File: src/rtl/reg_bank.sv
// Datapath register bank: C-bus writes, B-bus read mux, PC/AR/RC/CC increments, IR load, RC==LIM flag.
// Optional macro REG_BANK_SAT_INC_EN makes increments saturate at all-ones instead of wrapping.
module reg_bank #(
  parameter int                 DATA_W  = 16,
  parameter logic [DATA_W-1:0]  LIM_RST = '0
) (
  input  logic              clk,
  input  logic              rst,
  input  logic [4:0]        C_Bus_CU,
  input  logic [4:0]        B_Bus_CU,
  input  logic [2:0]        Reg_Inc_CU,
  input  logic              IR_Load,
  input  logic [DATA_W-1:0] c_bus_in,
  input  logic [DATA_W-1:0] mem_data_in,
  output logic [DATA_W-1:0] b_bus_out,
  output logic [DATA_W-1:0] ar_out,
  output logic [7:0]        IR_Input,
  output logic              flag
);

  localparam logic [4:0] SEL_PC  = 5'd1;
  localparam logic [4:0] SEL_AR  = 5'd2;
  localparam logic [4:0] SEL_DR  = 5'd3;
  localparam logic [4:0] SEL_TR  = 5'd4;
  localparam logic [4:0] SEL_AC  = 5'd5;
  localparam logic [4:0] SEL_R1  = 5'd6;
  localparam logic [4:0] SEL_R2  = 5'd7;
  localparam logic [4:0] SEL_RC  = 5'd8;
  localparam logic [4:0] SEL_CC  = 5'd9;
  localparam logic [4:0] SEL_LIM = 5'd10;
  localparam logic [4:0] SEL_IR  = 5'd11;
  localparam logic [4:0] SEL_MEM = 5'd12;

  localparam logic [2:0] INC_PC  = 3'd1;
  localparam logic [2:0] INC_AR  = 3'd2;
  localparam logic [2:0] INC_RC  = 3'd3;
  localparam logic [2:0] INC_CC  = 3'd4;
  localparam logic [2:0] INC_ROW = 3'd5;

  logic [DATA_W-1:0] pc_q, ar_q, dr_q, tr_q, ac_q, r1_q, r2_q, rc_q, cc_q, lim_q;
  logic [DATA_W-1:0] pc_d, ar_d, dr_d, tr_d, ac_d, r1_d, r2_d, rc_d, cc_d, lim_d;
  logic [7:0]        ir_q, ir_d;

  function automatic logic [DATA_W-1:0] inc(input logic [DATA_W-1:0] v);
`ifdef REG_BANK_SAT_INC_EN
    inc = (v == '1) ? v : v + 1'b1;
`else
    inc = v + 1'b1;
`endif
  endfunction

  always_comb begin
    pc_d  = pc_q;
    ar_d  = ar_q;
    dr_d  = dr_q;
    tr_d  = tr_q;
    ac_d  = ac_q;
    r1_d  = r1_q;
    r2_d  = r2_q;
    rc_d  = rc_q;
    cc_d  = cc_q;
    lim_d = lim_q;
    ir_d  = ir_q;

    case (Reg_Inc_CU)
      INC_PC:  pc_d = inc(pc_q);
      INC_AR:  ar_d = inc(ar_q);
      INC_RC:  rc_d = inc(rc_q);
      INC_CC:  cc_d = inc(cc_q);
      INC_ROW: begin
        rc_d = inc(rc_q);
        cc_d = '0;
      end
      default: ;
    endcase

    // C write is applied after increments so it overrides them on collision
    case (C_Bus_CU)
      SEL_PC:  pc_d  = c_bus_in;
      SEL_AR:  ar_d  = c_bus_in;
      SEL_DR:  dr_d  = c_bus_in;
      SEL_TR:  tr_d  = c_bus_in;
      SEL_AC:  ac_d  = c_bus_in;
      SEL_R1:  r1_d  = c_bus_in;
      SEL_R2:  r2_d  = c_bus_in;
      SEL_RC:  rc_d  = c_bus_in;
      SEL_CC:  cc_d  = c_bus_in;
      SEL_LIM: lim_d = c_bus_in;
      default: ;
    endcase

    if (IR_Load) ir_d = mem_data_in[7:0];
  end

  always_ff @(posedge clk) begin
    if (rst) begin
      pc_q  <= '0;
      ar_q  <= '0;
      dr_q  <= '0;
      tr_q  <= '0;
      ac_q  <= '0;
      r1_q  <= '0;
      r2_q  <= '0;
      rc_q  <= '0;
      cc_q  <= '0;
      lim_q <= LIM_RST;
      ir_q  <= '0;
    end else begin
      pc_q  <= pc_d;
      ar_q  <= ar_d;
      dr_q  <= dr_d;
      tr_q  <= tr_d;
      ac_q  <= ac_d;
      r1_q  <= r1_d;
      r2_q  <= r2_d;
      rc_q  <= rc_d;
      cc_q  <= cc_d;
      lim_q <= lim_d;
      ir_q  <= ir_d;
    end
  end

  always_comb begin
    b_bus_out = '0;
    case (B_Bus_CU)
      SEL_PC:  b_bus_out = pc_q;
      SEL_AR:  b_bus_out = ar_q;
      SEL_DR:  b_bus_out = dr_q;
      SEL_TR:  b_bus_out = tr_q;
      SEL_AC:  b_bus_out = ac_q;
      SEL_R1:  b_bus_out = r1_q;
      SEL_R2:  b_bus_out = r2_q;
      SEL_RC:  b_bus_out = rc_q;
      SEL_CC:  b_bus_out = cc_q;
      SEL_LIM: b_bus_out = lim_q;
      SEL_IR:  b_bus_out = {{(DATA_W-8){1'b0}}, ir_q};
      SEL_MEM: b_bus_out = mem_data_in;
      default: b_bus_out = '0;
    endcase
  end

  assign ar_out   = ar_q;
  assign IR_Input = ir_q;
  assign flag     = (rc_q == lim_q);

endmodule
File: config.mk
export PLATFORM = sky130hd
export DESIGN_NAME = reg_bank
export DESIGN_NICKNAME = d
export VERILOG_FILES = /design/src/rtl/reg_bank.sv
export SDC_FILE = /design/constraint.sdc
export NUM_CORES = 1
export LEC_CHECK = 0
export CAP_MARGIN = 20
export CORE_AREA = 5 5 124 137
export CTS_CLUSTER_SIZE = 24
export DETAILED_ROUTE_END_ITERATION = 8
export DIE_AREA = 0 0 129 142
export GPL_TIMING_DRIVEN = 0
export PLACE_DENSITY = 0.79
export SYNTH_ARGS = -nofsm -noshare
export SYNTH_HDL_FRONTEND = slang
export SYNTH_SLANG_ARGS = --single-unit
File: constraint.sdc
create_clock -name clk -period 2.4 [get_ports clk]
set_input_delay 0.24 -clock clk [delete_from_list [all_inputs] [get_ports clk]]
set_output_delay 0.24 -clock clk [all_outputs]
set_load 0.005 [all_outputs]
Yosys cells after proc, flatten, opt, wreduce, memory -nomap -nowiden
Cells that the tools add are included.

Register bits after elaboration: 168. Word-level logic and storage cells: 57. Output and inout bits: 41.

$add $sub $neg: 4. Reductions and logical operators: 5. Muxes and demuxes: 9. Equal/unequal tests: 28.

Operators by type and width (number): one-hot mux 16 bit (12 select lines) (1); two-way mux 16 bit (7); adder 16 x 1 -> 16 bit (second input constant) (4); == test 5 x 3 -> 1 bit (second input constant) (8); == test 5 x 4 -> 1 bit (second input constant) (8); one-hot mux 16 bit (2 select lines) (1); == test 5 x 2 -> 1 bit (second input constant) (4); == test 16 bit (1); == test 5 x 1 -> 1 bit (second input constant) (2); == test 3 x 2 -> 1 bit (second input constant) (2); == test 3 bit (second input constant) (2); nonzero test 2 bit (3); == test 3 x 1 -> 1 bit (second input constant) (1); nonzero test 3 bit (1); OR reduction 2 bit (1).

Depth between registers and ports, before layout
Gate-level depths: netlist of the first run.

Word-level depth: 4. Mapped depth: 7. Mapped depth without buffers: 6.

Least setup slack after synthesis of the first run
No wires, ideal clock.

Path kind: input -> output. From: input port B_Bus_CU[4]. To: output port b_bus_out[5]. Stages on the path: 7. Required time: 2.160 ns. Path slack: 0.644 ns. Arrival: 1.516 ns. Cell sequence: or3b_1 clkbuf_1 nor3_2 buf_2 a22oi_1 and3_1 nand3_1.

Word-level cells in the longest chain between the ends: 2.

RTL lines: start, declared (RTL line 10) `input logic [4:0] B_Bus_CU,`; == test 5 x 4 -> 1 bit (tied with other cells) (RTL line 125) `case (B_Bus_CU)`; one-hot mux 16 bit (12 select lines) (*) (RTL line 125); end, declared (RTL line 15) `output logic [DATA_W-1:0] b_bus_out,`.

Mark *: on every way between the ends. The rest lies on a longest branch, timed or not.

Worst setup path in the final report of the first run
From: input port B_Bus_CU[0]. To: output port b_bus_out[15].

The elaborated chain is that of the path after synthesis.

==> summary.txt, run 1 <==
Run status
  • Status: complete, but fails checks
  • Failing checks: negative setup slack

Logic synthesis
  • Yosys cell types: 54
  • Ranking of synthesized cells by area: dfxtp_1 39%, nand2_1 7.0%, a21oi_1 5.4%
  • EDFF count, synth: 0
  • Asr flop ratio synth: 0
  • Commonest cells in the netlist: 168 x dfxtp_1, 160 x nand2_1, 107 x nor2_1
  • Syn nets: 1,126
  • Seq cells post-synth: 168
  • Post-synth top area share: 0.391
  • Synth area leader: dfxtp_1
  • Synthesized area: 0.00861 mm^2
  • Post-Syn Instances: ~1,100
  • Most frequent cell after synthesis: dfxtp_1
  • Synthesis Warnings: 0
  • Avg Inst Size Synth: 8.02 um^2
  • Ys flop type: dfxtp_1
  • Seq/Total Area, Yosys: 0.391

Setup path
  • Crit path to: b_bus_out[15]
  • Worst r2r path cells: 6
  • Worst Path Arrival: between 2 and 2.5 ns
  • Worst reg-to-reg setup slack: around 0.44 ns
  • WP data required: ~2.2 ns
  • Worst R2R Start: pc_q[0]$_SDFFE_PP0P_
  • Worst setup EP type: output pin
  • CP startpoint: B_Bus_CU[0]
  • Critical Setup Path Class: in -> out
  • CP startpoint kind: primary input
  • FF-to-FF End: pc_q[12]$_SDFFE_PP0P_
  • Critical-path maximum fanout: 6

Timing
  • Slew Viols, Final: 0
  • Endpoints failing hold: 0
  • Worst slew margin: 0.326
  • Max Clock Freq: 0.412 GHz
  • Min cycle time layout: ~2.4 ns
  • Final Skew: ~0.0062 ns
  • Slew at the pin closest to its max-slew limit: approximately 1 ns
  • Fin crit share: 1.01
  • Setup violations, final: 2
  • Worst setup margin: -0.0260 ns

Clock tree
  • CTS tree: yes
  • Clk sinks: about 170
  • TritonCTS buffer count: 17
  • Skew-Pair Late Insertion Delay: around 0.44 ns
  • Reg clk slew, reported paths: 0.07 ns
  • # hold bufs at CTS: 0
  • Htree depth: 4
  • CTS Root Cell: clkbuf_16
  • Clock Path Buffers: 2

Global routing
  • Number of global-route vias before repair: just under 9,000
  • Largest net degree at the start of global routing: 19
  • Remaining Overflow, GRT: 0
  • Antenna violations before repair: 1
  • Total GRT Usage: 0.386
  • Global-route wire length before repair: between 50,000 and 60,000 um

Placed design
  • Final GP Congestion: around 1.1
  • Placed Cells: 1,341
  • PortBufs: 67
  • Final HPWL DP: ~25,000 um

Detailed routing
  • Vias per std cell: between 6 and 7
  • DRT iter0 DRCs: 1,697
  • Final WL: between 30,000 and 40,000 um
  • Drt wl/cell: approximately 25 um
  • Via count: 9,468
  • Final antenna-violating net count: 0
  • Met3 wire length: around 4900 um
  • DR pass1 iterations: 7
  • Top Metal Used: met5
  • Met1 Routed Length: ~13,000 um
  • Residual DRC count: 0
  • Routed wl met2: 15,300 um

Floorplan
  • Die Area: 0.0183 mm^2
  • Core ar.: 0.0155 mm^2
  • Initial core utilization: 0.556
  • Row count: between 40 and 50
  • Die Y: 142 um
  • Number of I/O pins: about 90
  • Die width: approximately 130 um

Power
  • Switch share: 0.287
  • Static Leak: around 3.8 nW
  • Psw: 1.84 mW
  • Combinational fraction of design power: 0.099
  • VDD IR max: approximately 0.00050 V
  • Clock power frac: 0.445
  • Internal power: 4.58 mW
  • Part of the power in registers: 0.456
  • Pwr Density: 595 mW/mm^2

Cells and area
  • Layout area overhead: 25.3%
  • Ant diodes: 0
  • Final Core Density: 0.696
  • Nets: 1,250
  • Layout cells sized above 1: 0.130
  • Fillers: about 1,200
  • Non-Filler Instances: between 1,000 and 1,500

Run
  • Max Cap Violations: 0

Min path
  • HP Class: in -> reg
area by class of cell:
cell class / count / area, um^2 / area share
multi-input combinational: 806 / 5040 / 0.467
sequential: 168 / 3380 / 0.313
timing repair buffer: 108 / 1020 / 0.0942
buffer: 88 / 475 / 0.0441
clock buffer: 17 / 425 / 0.0394
tap: 200 / 250 / 0.0232
clock inverter: 15 / 174 / 0.0161
inverter: 9 / 33.8 / 0.00313
stage by stage:
| stage | total power [mW] | worst slack [ns] | hold WS (ns) | TNS [ns] | instance area (um^2) |
|---|---|---|---|---|---|
| finish | 6.42 | -0.0260 | 0.247 | -0.0282 | 10800 |
| global route | 6.55 | -0.00610 | 0.252 | -0.0118 | 10800 |
| CTS | 6.34 | -0.0706 | 0.235 | -0.372 | 10600 |
| detailed placement | 3.54 | -1.23 | 0.447 | -23.44 | 9530 |
| global placement | 3.53 | -1.21 | 0.439 | -21.78 | 9530 |
| floorplan | 3.24 | 0.644 | 0.388 | 0 | 8610 |
power groups by stage:
| stage | registers, mW | logic [mW] | clock network [mW] |
|---|---|---|---|
| final | 2.93 | 0.638 | 2.86 |
| after global routing | 2.93 | 0.662 | 2.96 |
| after CTS | 2.92 | 0.596 | 2.83 |
| after detailed placement | 2.98 | 0.557 | 0 |
| after global placement | 2.98 | 0.551 | 0 |
| after floorplan | 2.95 | 0.293 | 0 |
sequential cells by signal (all words and copies together), names as in the netlist:
signal / flops
ac_q: 16
ar_out: 16
cc_q: 16
dr_q: 16
lim_q: 16
pc_q: 16
r1_q: 16
r2_q: 16
rc_q: 16
tr_q: 16
IR_Input: 8
worst max-delay path: stages:
cell and delay, ns:
clkbuf_4 0.19, nor2_4 0.06, and4b_2 0.30, buf_4 0.17
a22oi_2 0.25, nand4_1 0.22, a211o_1 0.30, clkdlybuf4s50_1 0.45
kinds of logic (layout without fill, tap and decap cells):
logic type                 after synthesis  after routing  synth area share
and+or+nand+nor                        456            456             0.257
AOI/OAI and AO/OA                      247            247             0.193
DFF                                    168            168             0.391
buffers and inverters                  100            237            0.0481
xor gates and xnor gates                69             69            0.0702
muxes                                   30             30            0.0352
adders and majority gates                4              4           0.00581
cells in the final DEF, fill, tap and decap left out, drive strengths merged, types with 13 or more instances in the layout:
| master | instances |
|---|---|
| xor2 | 26 |
| clkdlybuf4s50 | 50 |
| a21oi | 93 |
| xnor2 | 43 |
| dfxtp | 168 |
| buf | 64 |
| mux2i | 28 |
| nor3 | 14 |
| nor2 | 109 |
| a211oi | 47 |
| nand2 | 160 |
| and4 | 13 |
| inv | 19 |
| nand3 | 63 |
| and3 | 34 |
| a22oi | 56 |
| nand4 | 22 |
| clkbuf | 86 |
worst min path at each step:
stage                              start                        to  slack (ns)  cells past startpoint
global placement    r1_q[8]$_SDFFE_PP0N_      r1_q[8]$_SDFFE_PP0N_        0.44                      2
floorplan                 mem_data_in[0]  IR_Input[0]$_SDFFE_PP0P_        0.39                      2
global route               Reg_Inc_CU[2]    ar_out[0]$_SDFFE_PP0P_        0.25                      4
finish                     Reg_Inc_CU[2]    ar_out[0]$_SDFFE_PP0P_        0.25                      4
detailed placement  dr_q[7]$_SDFFE_PP0N_      dr_q[7]$_SDFFE_PP0N_        0.45                      2
CTS                        Reg_Inc_CU[2]    ar_out[0]$_SDFFE_PP0P_        0.24                      4
layer usage:
| layer | global-route usage | vias to the layer above |
|---|---|---|
| met3 | 0.125 | 195 |
| met1 | 0.487 | 4392 |
| li1 | - | 4107 |
| met4 | 0.228 | 2 |
| met5 | 0 | - |
| met2 | 0.575 | 772 |
what timing repair did:
item,in CTS,in global routing
endpoints found under the hold margin,0,0
setup endpoints to repair,17,10
setup buffers,24,16
cloned,1,0
pin swaps,16,13
resized for setup,101,37
Note: power is estimated with default switching activity, not from simulation.
==> inputs of run 2 (changes only) <==
CORE_AREA = 4 4 123 136   (was 5 5 124 137)
DIE_AREA = 0 0 127 140   (was 0 0 129 142)
==> summary.txt, run 2 (synthesis results as in run 1) <==
Timing
  • Worst setup margin: -0.0528 ns (-0.0268 ns)
  • Setup violations, final: 2 (unchanged)
  • Worst slew margin: 0.319 (-0.00708)
  • Max Clock Freq: 0.408 GHz (-1.1%)
  • Unrepaired setup endpoints after global routing: yes
  • Min cycle time layout: 2.45 ns (+0.0268 ns)
  • Slew at the pin closest to its max-slew limit: 1.02 ns (+0.0106 ns)
  • Endpoints failing hold: 0 (unchanged)
  • Slew Viols, Final: 0 (unchanged)
  • Fin crit share: 1.02 (+0.0112)
  • Post-route setup TNS: -0.0576 ns (-0.0294 ns)
  • Final Skew: 0.00742 ns (+0.00118 ns)

Detailed routing
  • Met1 Routed Length: 13,200 um (+1.5%)
  • Met3 wire length: 4240 um (-14%)
  • Routed wl met2: 15,700 um (+2.1%)
  • Residual DRC count: 0 (unchanged)
  • Vias per std cell: 6.66 (-0.77%)
  • Final WL: 35,300 um (-1.3%)
  • Top Metal Used: met4
  • Final antenna-violating net count: 0 (unchanged)
  • DR pass1 iterations: 6 (-1)
  • Via count: 9,322 (-1.5%)
  • Drt wl/cell: 25.2 um (-0.54%)
  • DRT iter0 DRCs: 1,442 (-15%)

Clock tree
  • Clk sinks: 168 (unchanged)
  • Htree depth: 4 (unchanged)
  • Skew-Pair Late Insertion Delay: 0.44 ns (about the same)
  • CTS Root Cell: clkbuf_16
  • Reg clk slew, reported paths: 0.07 ns (about the same)
  • CTS tree: yes
  • Clock Path Buffers: 2 (unchanged)
  • TritonCTS buffer count: 17 (unchanged)

Floorplan
  • Core ar.: 0.0155 mm^2 (unchanged)
  • Die width: 127 um (-1.6%)
  • Row count: 48 (unchanged)
  • Number of I/O pins: 89 (unchanged)
  • Die Y: 140 um (-1.4%)
  • Die Area: 0.0178 mm^2 (-2.9%)
  • Initial core utilization: 0.556 (unchanged)

Power
  • VDD IR max: 0.000486 V (-3.1%)
  • Post-route total power: 6.40 mW (-0.25%)
  • Pwr Density: 598 mW/mm^2 (+0.54%)
  • Static Leak: 3.74 nW (-1.6%)

Placed design
  • Placed cell area: 0.00953 mm^2 (unchanged)
  • PortBufs: 67 (unchanged)
  • Final HPWL DP: 25,100 um (+1.1%)
  • Final GP Congestion: 1.04 (-3.7%)

Setup path
  • Critical-path cell list: buf_2, or3b_4, nor3_4, buf_6, a22oi_1, and4_1, nand3_1, clkdlybuf4s50_1
  • Worst reg-to-reg setup slack: 0.44 ns (about the same)
  • Critical-path maximum fanout: 7 (+1)
  • CP max-delay cell: clkdlybuf4s50_1
  • Worst path max stage delay: 0.50 ns (+0.05 ns)
  • Worst setup EP type: output pin
  • Worst Path Arrival: 2.21 ns (+0.02 ns)
  • Worst Path Buf+Inv: 3 (unchanged)
  • Critical Setup Path Class: in -> out
  • WP data required: 2.16 ns (about the same)
  • CP startpoint kind: primary input
  • Delay-heaviest family, CP: simple AND/OR/NAND/NOR gates

Cells and area
  • Ant diodes: 0 (unchanged)
  • Layout area overhead: 24.3%
  • Layout cells sized above 1: 0.119 (-0.0113)
  • Multi-input logic area: 0.00504 mm^2 (+0.12%)
  • Final Core Density: 0.691 (-0.00549)
  • Most frequent cells in the layout: 160 x dfxtp_1, 159 x nand2_1, 99 x nor2_1
  • Commonest non-fill, non-tap cell in the layout: dfxtp_1
  • Final Cell Area: 0.0107 mm^2 (-0.79%)
  • Fillers: 1,321 (+7.0%)
  • FF/Latch Area: 0.00338 mm^2 (unchanged)
  • Nets: 1,239 (-0.88%)

Global routing
  • Remaining Overflow, GRT: 0 (unchanged)
  • Number of global-route vias before repair: 8,607 (-1.3%)
  • Global-route wire length before repair: 52,800 um (-0.29%)
  • Total GRT Usage: 0.391 (+0.00540)
  • Antenna violations before repair: 0 (-1)
  • Largest net degree at the start of global routing: 17 (-2)

Run status
  • Failing checks: negative setup slack
  • Status: complete, but fails checks

Run
  • Max Cap Violations: 0 (unchanged)

Min path
  • HP Class: in -> reg
## run 2: cell count changes in the layout (fill, tap and decap cells not counted), sizes merged
cell / before / now
clkdlybuf4s50: 50 / 47
clkinvlp: 1 / 2
dlygate4sd2: 7 / 10
clkbuf: 86 / 85
buf: 64 / 55
bufinv: 1 / 2
clkinv: 3 / 4
inv: 19 / 15
## run 2: path summary, 6_finish.rpt
path / from / to / cells past startpoint
hold reg to reg: tr_q[1]$_SDFFE_PP0N_ / tr_q[1]$_SDFFE_PP0N_ / 2
setup reg to reg: pc_q[0]$_SDFFE_PP0P_ / pc_q[12]$_SDFFE_PP0P_ / 6
hold / removal: Reg_Inc_CU[2] / ar_out[0]$_SDFFE_PP0P_ / 4
setup / recovery: B_Bus_CU[4] / b_bus_out[4] / 8
## run 2: per-stage QoR
stage | hold WS, ns | instances | setup WS (ns)
after floorplan | 0.388 | 1074 | 0.644
after global placement | 0.440 | 1341 | -1.23
after detailed placement | 0.446 | 1341 | -1.19
after CTS | 0.243 | 1388 | -0.0437
after global routing | 0.296 | 1400 | -0.0826
final | 0.246 | 1400 | -0.0528
## run 2: power breakdown
| part | switching, mW | leakage (nW) | internal [mW] |
|---|---|---|---|
| sequential | 0.0828 | 1.36 | 2.84 |
| clock | 1.26 | 0.290 | 1.59 |
| combinational | 0.399 | 2.09 | 0.228 |
## run 2: what timing repair did
item | CTS | global route
cloned | 1 | 0
resized for setup | 118 | 15
pin swaps | 17 | 11
buffers inserted | 17 | 12
hold buffers | 0 | 0
setup endpoints to repair | 17 | 19
## run 2: cell type report
class / instances / area share
inverter: 9 / 0.00316
clock buffer: 18 / 0.0410
tap: 200 / 0.0234
sequential: 168 / 0.315
multi-input combinational: 806 / 0.471
buffer: 88 / 0.0438
timing repair buffer: 97 / 0.0869
clock inverter: 14 / 0.0151
## run 2: per-layer routing
| layer | global-route usage | up-vias |
|---|---|---|
| met4 | 0.209 | 0 |
| li1 | - | 4083 |
| met2 | 0.603 | 680 |
| met3 | 0.0988 | 160 |
| met5 | 0 | - |
| met1 | 0.503 | 4399 |
## run 2: worst register-to-register path: stages, from the launching register on
cell       delay, ns
dfxtp_1         0.42
ha_1            0.22
nand4bb_1       0.21
nor3_2          0.27
nand2_1         0.14
or3_1           0.37
a311oi_1        0.25
